[config.mk]
export PLATFORM = sky130hd
export DESIGN_NAME = timer_multi_ch
export DESIGN_NICKNAME = d
export VERILOG_FILES = /design/src/rtl/timer_multi_ch_pkg.sv /design/src/rtl/timer_multi_ch_channel.sv /design/src/rtl/timer_multi_ch.sv
export SDC_FILE = /design/constraint.sdc
export NUM_CORES = 1
export LEC_CHECK = 0
export CORE_MARGIN = 10
export CORE_UTILIZATION = 55
export CTS_CLUSTER_DIAMETER = 100
export DETAILED_ROUTE_END_ITERATION = 8
export PLACE_DENSITY_LB_ADDON = 0.25
export REMOVE_ABC_BUFFERS = 1
export SETUP_SLACK_MARGIN = 0.2
export SYNTH_ARGS = -nofsm -noshare
export SYNTH_HDL_FRONTEND = slang
export SYNTH_SLANG_ARGS = --single-unit
[constraint.sdc]
create_clock -name sys_clk -period 2.75 [get_ports sys_clk]
set_input_delay 0.825 -clock sys_clk [delete_from_list [all_inputs] [get_ports sys_clk]]
set_output_delay 0.825 -clock sys_clk [all_outputs]
set_load 0.005 [all_outputs]
[src/rtl/timer_multi_ch_pkg.sv]
// Shared register offsets, CTRL bit positions and the CTRL read-word packer
// used by the multi-channel timer and its channel slices.
package timer_multi_ch_pkg;

    localparam logic [3:0] TMR_CTRL       = 4'h0;
    localparam logic [3:0] TMR_COUNT      = 4'h4;
    localparam logic [3:0] TMR_EVALUE     = 4'h8;
    localparam logic [3:0] TMR_PRESC      = 4'hC;
    localparam logic [7:0] TMR_INT_STATUS = 8'hF0;

    localparam int CTRL_EN   = 0;
    localparam int CTRL_IE   = 1;
    localparam int CTRL_PEND = 2;
    localparam int CTRL_MODE = 3;

    function automatic logic [31:0] ctrl_word(input logic en, input logic ie,
                                              input logic pend, input logic mode);
        return {28'b0, mode, pend, ie, en};
    endfunction

endpackage

[src/rtl/timer_multi_ch_channel.sv]
// One timer channel: CTRL/EVALUE/PRESC registers, prescaler and up-counter
// with compare-based expiry and a sticky pending bit.
module timer_multi_ch_channel
    import timer_multi_ch_pkg::*;
#(
    parameter int CNT_W   = 32,
    parameter int PRESC_W = 8
) (
    input  logic               clk,
    input  logic               rst_n,
    input  logic               ctrl_we,
    input  logic               evalue_we,
    input  logic               presc_we,
    input  logic               pend_clr,
    input  logic [31:0]        wr_data,
    output logic               en,
    output logic               ie,
    output logic               pend,
    output logic               mode,
    output logic [CNT_W-1:0]   count,
    output logic [CNT_W-1:0]   evalue,
    output logic [PRESC_W-1:0] presc,
    output logic               irq
);

    logic [PRESC_W-1:0] presc_cnt;
    logic               tick;
    logic               expire;

    assign tick   = en && (presc_cnt == presc);
    assign expire = tick && (count >= evalue);
    assign irq    = pend & ie;

    always_ff @(posedge clk or negedge rst_n) begin
        if (!rst_n) begin
            en        <= 1'b0;
            ie        <= 1'b0;
            pend      <= 1'b0;
            mode      <= 1'b0;
            evalue    <= '0;
            presc     <= '0;
            count     <= '0;
            presc_cnt <= '0;
        end else begin
            if (ctrl_we) begin
                en   <= wr_data[CTRL_EN];
                ie   <= wr_data[CTRL_IE];
                mode <= wr_data[CTRL_MODE];
            end
            // one-shot expiry overrides a same-edge software EN write
            if (expire && !mode)
                en <= 1'b0;

            // hardware set wins over any software clear on the same edge
            if (expire)
                pend <= 1'b1;
            else if (pend_clr || (ctrl_we && !wr_data[CTRL_PEND]))
                pend <= 1'b0;

            if (evalue_we)
                evalue <= wr_data[CNT_W-1:0];
            if (presc_we)
                presc <= wr_data[PRESC_W-1:0];

            if (!en) begin
                presc_cnt <= '0;
                count     <= '0;
            end else if (tick) begin
                presc_cnt <= '0;
                count     <= expire ? '0 : count + 1'b1;
            end else begin
                presc_cnt <= presc_cnt + 1'b1;
            end
        end
    end

endmodule

[src/rtl/timer_multi_ch.sv]
// Multi-channel memory-mapped timer: write decode, registered read address,
// read mux and interrupt aggregation around NUM_CH channel slices.
module timer_multi_ch
    import timer_multi_ch_pkg::*;
#(
    parameter int NUM_CH  = 4,
    parameter int CNT_W   = 32,
    parameter int PRESC_W = 8
) (
    input  logic              sys_clk,
    input  logic              sys_reset_n,
    input  logic              wr_en_i,
    input  logic [31:0]       wr_addr_i,
    input  logic [31:0]       wr_data_i,
    input  logic [31:0]       rd_addr_i,
    output logic [31:0]       rd_data_o,
    output logic [NUM_CH-1:0] timer_int_vec_o,
    output logic              timer_int_flag_o
);

    logic [7:0]         rd_addr_q;
    logic               int_status_we;
    logic [NUM_CH-1:0]  en_v, ie_v, pend_v, mode_v;
    logic [CNT_W-1:0]   count_a  [NUM_CH];
    logic [CNT_W-1:0]   evalue_a [NUM_CH];
    logic [PRESC_W-1:0] presc_a  [NUM_CH];
    logic               unused_addr_bits;

    // only the low byte of either address participates in decode
    assign unused_addr_bits = ^{wr_addr_i[31:8], rd_addr_i[31:8]};
    assign int_status_we    = wr_en_i && (wr_addr_i[7:0] == TMR_INT_STATUS);

    for (genvar g = 0; g < NUM_CH; g++) begin : g_ch
        logic ch_sel;
        assign ch_sel = wr_en_i && (wr_addr_i[7:4] == 4'(g));

        timer_multi_ch_channel #(
            .CNT_W   (CNT_W),
            .PRESC_W (PRESC_W)
        ) u_channel (
            .clk       (sys_clk),
            .rst_n     (sys_reset_n),
            .ctrl_we   (ch_sel && (wr_addr_i[3:0] == TMR_CTRL)),
            .evalue_we (ch_sel && (wr_addr_i[3:0] == TMR_EVALUE)),
            .presc_we  (ch_sel && (wr_addr_i[3:0] == TMR_PRESC)),
            .pend_clr  (int_status_we && wr_data_i[g]),
            .wr_data   (wr_data_i),
            .en        (en_v[g]),
            .ie        (ie_v[g]),
            .pend      (pend_v[g]),
            .mode      (mode_v[g]),
            .count     (count_a[g]),
            .evalue    (evalue_a[g]),
            .presc     (presc_a[g]),
            .irq       (timer_int_vec_o[g])
        );
    end

    assign timer_int_flag_o = |timer_int_vec_o;

    always_ff @(posedge sys_clk or negedge sys_reset_n) begin
        if (!sys_reset_n)
            rd_addr_q <= '0;
        else
            rd_addr_q <= rd_addr_i[7:0];
    end

    always_comb begin
        rd_data_o = '0;
        if (rd_addr_q == TMR_INT_STATUS) begin
            rd_data_o[NUM_CH-1:0] = pend_v;
        end else begin
            for (int i = 0; i < NUM_CH; i++) begin
                if (rd_addr_q[7:4] == 4'(i)) begin
                    case (rd_addr_q[3:0])
                        TMR_CTRL:   rd_data_o = ctrl_word(en_v[i], ie_v[i], pend_v[i], mode_v[i]);
                        TMR_COUNT:  rd_data_o[CNT_W-1:0]   = count_a[i];
                        TMR_EVALUE: rd_data_o[CNT_W-1:0]   = evalue_a[i];
                        TMR_PRESC:  rd_data_o[PRESC_W-1:0] = presc_a[i];
                        default:    rd_data_o = '0;
                    endcase
                end
            end
        end
    end

endmodule
# Yosys cells after proc, flatten, opt, wreduce, memory -nomap -nowiden
# Cells that the tools add are included.
classes:
  addsub: 8
  magnitude_cmp: 4
  n_eq_ne: 21
  muxes: 51
  n_bitwise: 4
  n_reduce_logical: 59
ops:
  columns: ["op", "n"]
  rows:
  - ["$mux 32", 17]
  - ["$pmux 24 s3", 3]
  - ["$add 32x1->32 const B", 4]
  - ["$ge 32x32->1", 4]
  - ["$pmux 8 s4", 4]
  - ["$mux 8", 8]
  - ["$pmux 24 s2", 1]
  - ["$logic_and 1x1->1", 37]
  - ["$add 8x1->8 const B", 4]
  - ["$eq 8x8->1", 4]
  - ["$mux 28", 1]
  - ["$eq 4x2->1 const B", 4]
  - ["$eq 4x4->1 const B", 4]
  - ["$eq 8x8->1 const B", 2]
  - ["$logic_not 4->1", 4]
  - ["$mux 1", 16]
  - ["$reduce_bool 2->1", 8]
  - ["$eq 4x1->1 const B", 2]
  - ["$ne 2x2->1 const B", 4]
  - ["$logic_not 1->1", 5]
  - ["$and 1x1->1", 4]
  - ["$eq 4x3->1 const B", 1]
  - ["$logic_or 1x1->1", 4]
  - ["$mux 4", 1]
  - ["$reduce_or 4->1", 1]
word_totals:
  register_bits: 344
  in_bits: 99
  out_inout_bits: 37
  elab_cells: 180

# Logic depth before layout (Yosys ltp)
# Gate-level depths: netlist of run 1.
logic_depth:
  word_depth: 11
  depth_mapped: 11
  mapped_depth_nobuf: 9

# Cells and area by module
# Synthesis of run 1 repeated with hierarchy kept, for this count alone.
hier_totals:
  hier_cells: 2529
  hier_area_um2: 22307.6
by_module_without_submodules:
  columns: ["mod", "n_inst", "cells_per_inst", "area_each_um2", "seq_area_each_um2"]
  rows:
  - ["timer_multi_ch_channel (g_ch[0].u_channel ...)", 3, 541, 4833.4, 2102.0]
  - ["timer_multi_ch_channel (g_ch[3].u_channel)", 1, 539, 4844.6, 2102.0]
  - ["timer_multi_ch", 1, 367, 2962.8, 200.2]

# Least setup slack after synthesis of run 1
# OpenSTA, ideal clock, no wires.
synth_path:
  path_type: "register -> output"
  start: "register rd_addr_q[1]"
  end: "output rd_data_o[21]"
  arrival_ps: 2089
  t_required_ps: 1925
  path_slack_ps: -164
  path_stages_with_launch: 12
  path_buffers: 4
  path_cell_list: "dfrtp_1 or2_2 buf_2 nor2_1 and2_1 clkbuf_1 buf_4 clkbuf_1 a22oi_1 o22ai_1 a21oi_1 a21oi_1"
synth_via:
  elab_chain_len: 11
  elab_cells_between_ends: 14
  classes_between: "eq/ne (4); mux (10)"
synth_lines:
  columns: ["element", "line", "source"]
  rows:
  - ["start: declaration", "timer_multi_ch.sv:21", "logic [7:0] rd_addr_q;"]
  - ["start signal: assignment", "timer_multi_ch.sv:65", "rd_addr_q <= rd_addr_i[7:0];"]
  - ["$eq 4x4->1 / $eq 4x3->1 (equally long branches)", "timer_multi_ch.sv:75", "case (rd_addr_q[3:0])"]
  - ["$pmux 24 s2", "timer_multi_ch.sv:75", null]
  - ["$mux 32", "timer_multi_ch.sv:74", "if (rd_addr_q[7:4] == 4'(i)) begin"]
  - ["$mux 32", "timer_multi_ch.sv:70", "if (rd_addr_q == TMR_INT_STATUS) begin"]
  - ["$pmux 24 s3", "timer_multi_ch.sv:75", null]
  - ["$mux 32", "timer_multi_ch.sv:74", null]
  - ["$pmux 24 s3", "timer_multi_ch.sv:75", null]
  - ["$mux 32", "timer_multi_ch.sv:74", null]
  - ["$pmux 24 s3", "timer_multi_ch.sv:75", null]
  - ["$mux 32", "timer_multi_ch.sv:74", null]
  - ["$mux 28 (*)", "timer_multi_ch.sv:70", null]
  - ["end: declaration", "timer_multi_ch.sv:16", "output logic [31:0] rd_data_o,"]
# Mark *: on every way between the ends. The rest lies on a longest branch, timed or not. The select of a mux whose other input is x is not followed.

# Worst setup path after layout of run 1
layout_path:
  start: "register rd_addr_q[1]"
  end: "output rd_data_o[22]"
# The elaborated chain is that of the path after synthesis.

==> results of run 1 <==
[state kept, by name (all words and copies together), names as in the netlist]
signal	cells
g_ch.u_channel.evalue	128
g_ch.u_channel.mode	4
g_ch.u_channel.ie	4
g_ch.u_channel.pend	4
g_ch.u_channel.presc	32
g_ch.u_channel.en	4
g_ch.u_channel.count	128
rd_addr_q	8
g_ch.u_channel.presc_cnt	32
[metrics by stage]
stage	TNS [ns]	hold WS (ns)	util
2_1_floorplan	-224.04	0.480	-
3_3_place_gp	-19.72	0.488	0.637
3_5_place_dp	-20.61	0.494	0.637
4_1_cts	-24.60	0.202	0.735
5_1_grt	-35.32	0.210	0.780
6_report	-31.06	0.193	0.780
[where the power goes]
group / switching, mW / internal (mW)
registers: 0.155 / 5.22
clock network: 2.27 / 3.25
logic: 1.04 / 0.898
total: 3.47 / 9.36
[kinds of logic after synthesis]
family	count (synthesis)	share of synthesized area
xor+xnor	57	0.0233
flops	344	0.402
mux	177	0.0913
simple gates	699	0.171
compound gates	589	0.178
fa+ha+maj	136	0.0796
buf+inv	293	0.0547
[how the worst max path moves through the flow]
stage / start / to / slack [ns] / cells past startpoint
floorplan: rd_addr_q[3]$_DFF_PN0_ / rd_data_o[0] / -3.57 / 4
global placement: rd_addr_q[1]$_DFF_PN0_ / rd_data_o[1] / -0.85 / 10
detailed placement: rd_addr_q[1]$_DFF_PN0_ / rd_data_o[2] / -0.84 / 10
CTS: rd_addr_q[0]$_DFF_PN0_ / rd_data_o[6] / -0.83 / 11
global route: rd_addr_q[1]$_DFF_PN0_ / rd_data_o[24] / -1.04 / 11
finish: rd_addr_q[1]$_DFF_PN0_ / rd_data_o[22] / -0.97 / 12
[per-layer routing]
metal	global-route usage	up-vias
met4	0.216	0
li1	-	9220
met2	0.495	1394
met5	0	-
met1	0.368	10532
met3	0.0649	474
[cells in the mapped netlist (36+ instances only)]
library cell  count
a21o_1           52
a21oi_1         148
a221oi_1         49
a22o_1           36
a22oi_1          57
and3_1           56
clkbuf_1         74
dfrtp_1         344
ha_1            136
inv_1           166
mux2_2          145
nand2_1         193
nand3_1         118
nand4_1          40
nor2_1           92
nor4_1           38
o21ai_0         145
[cells in the final DEF, fill, tap and decap left out, types with 51 or more instances in the layout]
master	synthesis	final
dfrtp_1	344	323
buf_4	9	273
nand2_1	193	180
inv_1	166	155
mux2_2	145	145
ha_1	136	116
nand3_1	118	101
nor2_1	92	84
a21oi_1	148	82
a21oi_2	0	62
o21ai_0	145	58
a21o_1	52	52
and3_1	56	51
clkdlybuf4s50_1	0	51
[critical path, delay by kind of cell (launching register included)]
kind            cells  cell delay, ns
compound gates      4            0.57
simple gates        2            0.58
buf+inv             6            0.77
flops               1            0.39
[layout make-up]
type                       count  area, um2
clock inverter                12        139
multi-input combinational   1658      13700
timing repair buffer         490       5120
clock buffer                  57       1180
sequential                   344       8630
tap                          518        648
inverter                     166        623
fill                        2309       8480
[what timing repair did]
item | 4_1_cts | 5_1_grt
pin swaps | 176 | 130
setup endpoints to repair | 146 | 162
setup buffers | 63 | 58
cloned | 23 | 8
gates resized for setup | 504 | 275
endpoints found under the hold margin | 0 | 0
==> run summary, run 1 <==
Outcome: complete, but fails checks
Failing checks: setup timing
Synth top area share: 0.402
Max_cap viols: 0
CTS buffer count: 40
Die Ht: 217 um
Clk buf depth: 3
CP max FO: 6
Final worst slack: -0.972 ns
First-pass GRT wire length: 116 mm
Slowest-stage cell, CP: dfrtp_1
Root Buffer: clkbuf_16
FMAX: 0.269 GHz
Syn Inst Count: 2295
Final Slew Violations: 0
Number of global-route vias before repair: 21042
Period utilisation layout: 1.35
Nets: 2935
Dpl cells: 3024
Endpoints failing setup: 68
Final hold violations: 0
Ant diodes: 0
Die ar.: 47200 um2
Starting DRT DRC Count: 2430
Yosys warnings: 0
Post-route insts no fill: 3245
Reg2Reg Launch Point: g_ch[2].u_channel.count[22]$_DFFE_PN0P_
Post-synth EDFFs: 0
GR Util All Layers: 0.309
TritonCTS clock tree: yes
FF-to-FF path depth: 12
Post-synthesis sequential element count: 344
Hold_buf cts: 0
WL met1: 29.9 mm
Leading area contributor after synthesis: dfrtp_1
Worst Hold Class: in -> async
Crit end category: primary output
CP most frequent cell: buf_12
Worst Tran Pin Value: 0.928 ns
GP Congestion: 1.00
Die width: 217 um
Design Power: 12.8 mW
Startpoint types: register
Post-Synthesis Cell Area: 21400 um2
Initial DRT Pass Iterations: 8
Top Metal Used: met4
DP Area: 24600 um2
Core ar.: 38600 um2
Place WS: -0.844 ns
Layout cells sized above 1: 0.372
Clock transition at path regs: 0.06 ns
Crit path cell chain: or2_4 > nor3b_4 > buf_12 > buf_12 > buf_12 > buf_8 > buf_4 > a22oi_2 > o22ai_4 > a21oi_2 > a21oi_2 > buf_2
Largest net degree at the start of global routing: 54
# IOs: 136
Setup Skew: 0.0255 ns
Max stage delay on crit path: 0.39 ns
Clk sinks: 344
Initial antenna violation count: 1
Ys flop type: dfrtp_1
DR WL met2: 38.0 mm
Mapped Avg Cell Area: 9.32 um2
I/O Buffers: 87
Fin area: 30100 um2
Vias post-DR: 21620
Sum of net half-perimeters after detailed placement: 48.4 mm
Critical R2R Capture: g_ch[2].u_channel.count[2]$_DFFE_PN0P_
Htree depth: 2
RSZ-0062 raised after global routing: yes
Kind of critical path: reg -> out
Worst-skew pair later-pin latency: 0.59 ns
VDD IR max: 0.526 mV
CP Data Arrival Time: 2.90 ns
Relative slew slack: 0.381
Ys async rst share: 1.00
Flop-to-flop setup slack: -0.24 ns
Avg WL per Cell: 25.3 um
Post-layout minimum cycle time: 3.72 ns
Rows: 72
Area added between synthesis and finish: 40.6%
Leakage: 14.0 nW
Sequential share of the synthesized area: 0.402
Grt ovf: 0
Synth unique cells: 65
Initial Util: 0.555
Via/cell ratio: 6.66
Wire length on met3: 7.71 mm
Drt drc: 0
Area contributors post-synth: dfrtp_1 (40%), ha_1 (8.0%), mux2_2 (7.6%)
DRT Wirelength: 82.3 mm
Pwr/cell area: 426 nW/um2
Detail Route Antenna Nets: 0
Worst path required time: 1.93 ns
(Power assumes the default switching activity.)
==> run 2, diff against run 1 <==
--- a/config.mk
+++ b/config.mk
@@ -5,6 +5,7 @@
 export SDC_FILE = /design/constraint.sdc
 export NUM_CORES = 1
 export LEC_CHECK = 0
+export CORE_ASPECT_RATIO = 1.2
 export CORE_MARGIN = 10
 export CORE_UTILIZATION = 55
 export CTS_CLUSTER_DIAMETER = 100
==> run 2 against run 1 <==
- the flow still finishes with violations (setup timing)
- cell area grew 1.4%
- clock power shrank 2%
- die area is essentially flat
- wire length grew 11%
- fmax shrank 18%
- sequential share of layout area shrank 0.39 points
- critical path type unchanged
==> run summary, run 2 (synthesis results as in run 1) <==
Outcome: complete, but fails checks
Failing checks: setup timing
FMAX: 0.220 GHz
TNS Setup: -41.80 ns
Buf/Inv on CP: 5
Worst Tran Pin Value: 1.33 ns
DRT Wirelength: 91.2 mm
GR Util All Layers: 0.315
VDD IR max: 0.476 mV
Max stage delay on crit path: 0.77 ns
Fin area: 30500 um2
CP Data Arrival Time: 3.71 ns
Htree depth: 2
Die ar.: 47200 um2
Commonest non-fill, non-tap cell in the layout: dfrtp_1
Hold slack final: 0.317 ns
Startpoint types: register
TritonCTS clock tree: yes
Post-route insts no fill: 3268
Finished Core Util: 0.789
Via/cell ratio: 6.95
Worst path required time: 1.93 ns
Max_cap viols: 0
Crit path from: rd_addr_q[3]$_DFF_PN0_
CTS buffer count: 39
Layout cells sized above 1: 0.385
Die Ht: 236 um
Core ar.: 38600 um2
Avg WL per Cell: 27.9 um
Pwr/cell area: 421 nW/um2
Clock transition at path regs: 0.06 ns
Hold_buf cts: 0
Commonest cells after routing, fill and taps aside: dfrtp_1 (318), buf_4 (257), nand2_1 (179), inv_1 (157), mux2_2 (145)
Rows: 79
Dpl cells: 3029
Grt ovf: 0
Initial antenna violation count: 3
I/O Buffers: 87
Final hold violations: 0
First-pass GRT wire length: 117 mm
Kind of critical path: reg -> out
Crit path cell chain: buf_6 > nor2_4 > and2_4 > buf_8 > clkbuf_16 > clkbuf_16 > a22oi_1 > o22ai_2 > a21oi_2 > a21oi_2 > buf_2
Sum of net half-perimeters after detailed placement: 48.5 mm
Clk buf depth: 3
Crit end category: primary output
Largest regs: g_ch.u_channel.count: 128 flops, g_ch.u_channel.evalue: 128 flops
Starting DRT DRC Count: 2992
Worst Hold Class: in -> async
Largest net degree at the start of global routing: 70
Leakage: 14.2 nW
Final Slew Violations: 0
Final worst slack: -1.79 ns
Cell family with most CP delay: compound AO/OA/AOI/OAI gates
Setup Skew: 0.0283 ns
Drt drc: 0
Relative slew slack: 0.109
Slowest-stage cell, CP: a22oi_1
Clk sinks: 344
RSZ-0062 raised after global routing: yes
Initial DRT Pass Iterations: 8
CP max FO: 5
DP Area: 24600 um2
# IOs: 136
Vias post-DR: 22707
Root Buffer: clkbuf_16
Number of global-route vias before repair: 21500
Die width: 200 um
GP Congestion: 0.978
Endpoints failing setup: 132
Detail Route Antenna Nets: 0
Initial Util: 0.553
Reg2Reg Launch Point: g_ch[0].u_channel.count[14]$_DFFE_PN0P_
Area added between synthesis and finish: 42.6%
Nets: 2950
Worst-skew pair later-pin latency: 0.56 ns
Period utilisation layout: 1.65
Post-layout minimum cycle time: 4.54 ns
-- run 2: worst paths after layout --
kind / cells after the start / end / slack (ns)
setup / recovery: 11 / rd_data_o[9] / -1.79
hold / removal: 1 / g_ch[2].u_channel.evalue[18]$_DFFE_PN0P_ / 0.32
max in group asynchronous: 2 / g_ch[2].u_channel.presc_cnt[3]$_DFF_PN0_ / 1.70
setup reg to reg: 11 / g_ch[0].u_channel.count[3]$_DFFE_PN0P_ / -0.32
hold reg to reg: 1 / g_ch[3].u_channel.presc_cnt[0]$_DFF_PN0_ / 0.52
min in group sys_clk: 1 / g_ch[3].u_channel.presc_cnt[0]$_DFF_PN0_ / 0.52
-- run 2: worst register-to-register path: stages, from the launching register on --
cell and delay (ns):
dfrtp_1 0.44, ha_1 0.35, nand4_1 0.44, nor4_2 0.48
a32oi_2 0.18, a31oi_4 0.22, nor3_4 0.07, buf_6 0.15
buf_6 0.12, buf_8 0.13, a21o_1 0.16, a22o_1 0.20
-- run 2: through the flow --
stage / setup slack (ns) / power, mW
after global routing: -1.81 / 13.1
after detailed placement: -0.829 / 6.75
final: -1.79 / 12.8
after floorplan: -3.57 / 6.02
after global placement: -0.831 / 6.70
after CTS: -0.820 / 12.4
-- run 2: layer usage --
layer,wire length (um),track usage,up-vias
met1,29300,0.363,10856
met3,11200,0.0553,730
li1,-,-,9257
met4,9440,0.244,6
met5,48,0,-
met2,41100,0.508,1858
-- run 2: power breakdown --
group | internal [mW] | total (mW) | leakage (nW) | switching (mW)
clock network | 3.15 | 5.42 | 0.621 | 2.27
logic | 0.938 | 2.05 | 8.97 | 1.12
registers | 5.22 | 5.37 | 4.56 | 0.156
-- run 2: what timing repair did --
| action | 4_1_cts | 5_1_grt |
|---|---|---|
| setup buffers | 77 | 52 |
| setup endpoints to repair | 152 | 167 |
| pin swaps | 140 | 159 |
| gates cloned | 24 | 18 |
| resized for setup | 513 | 289 |
-- run 2: layout make-up --
cell class | count | area [um2]
diodes | 1 | 2.50
clock buffers | 56 | 1100
clock inverters | 11 | 159
fillers | 2075 | 8140
inverters | 166 | 623
multi-input cells | 1658 | 13800
flip-flops and latches | 344 | 8640
well taps | 526 | 658
repair buffers | 506 | 5530
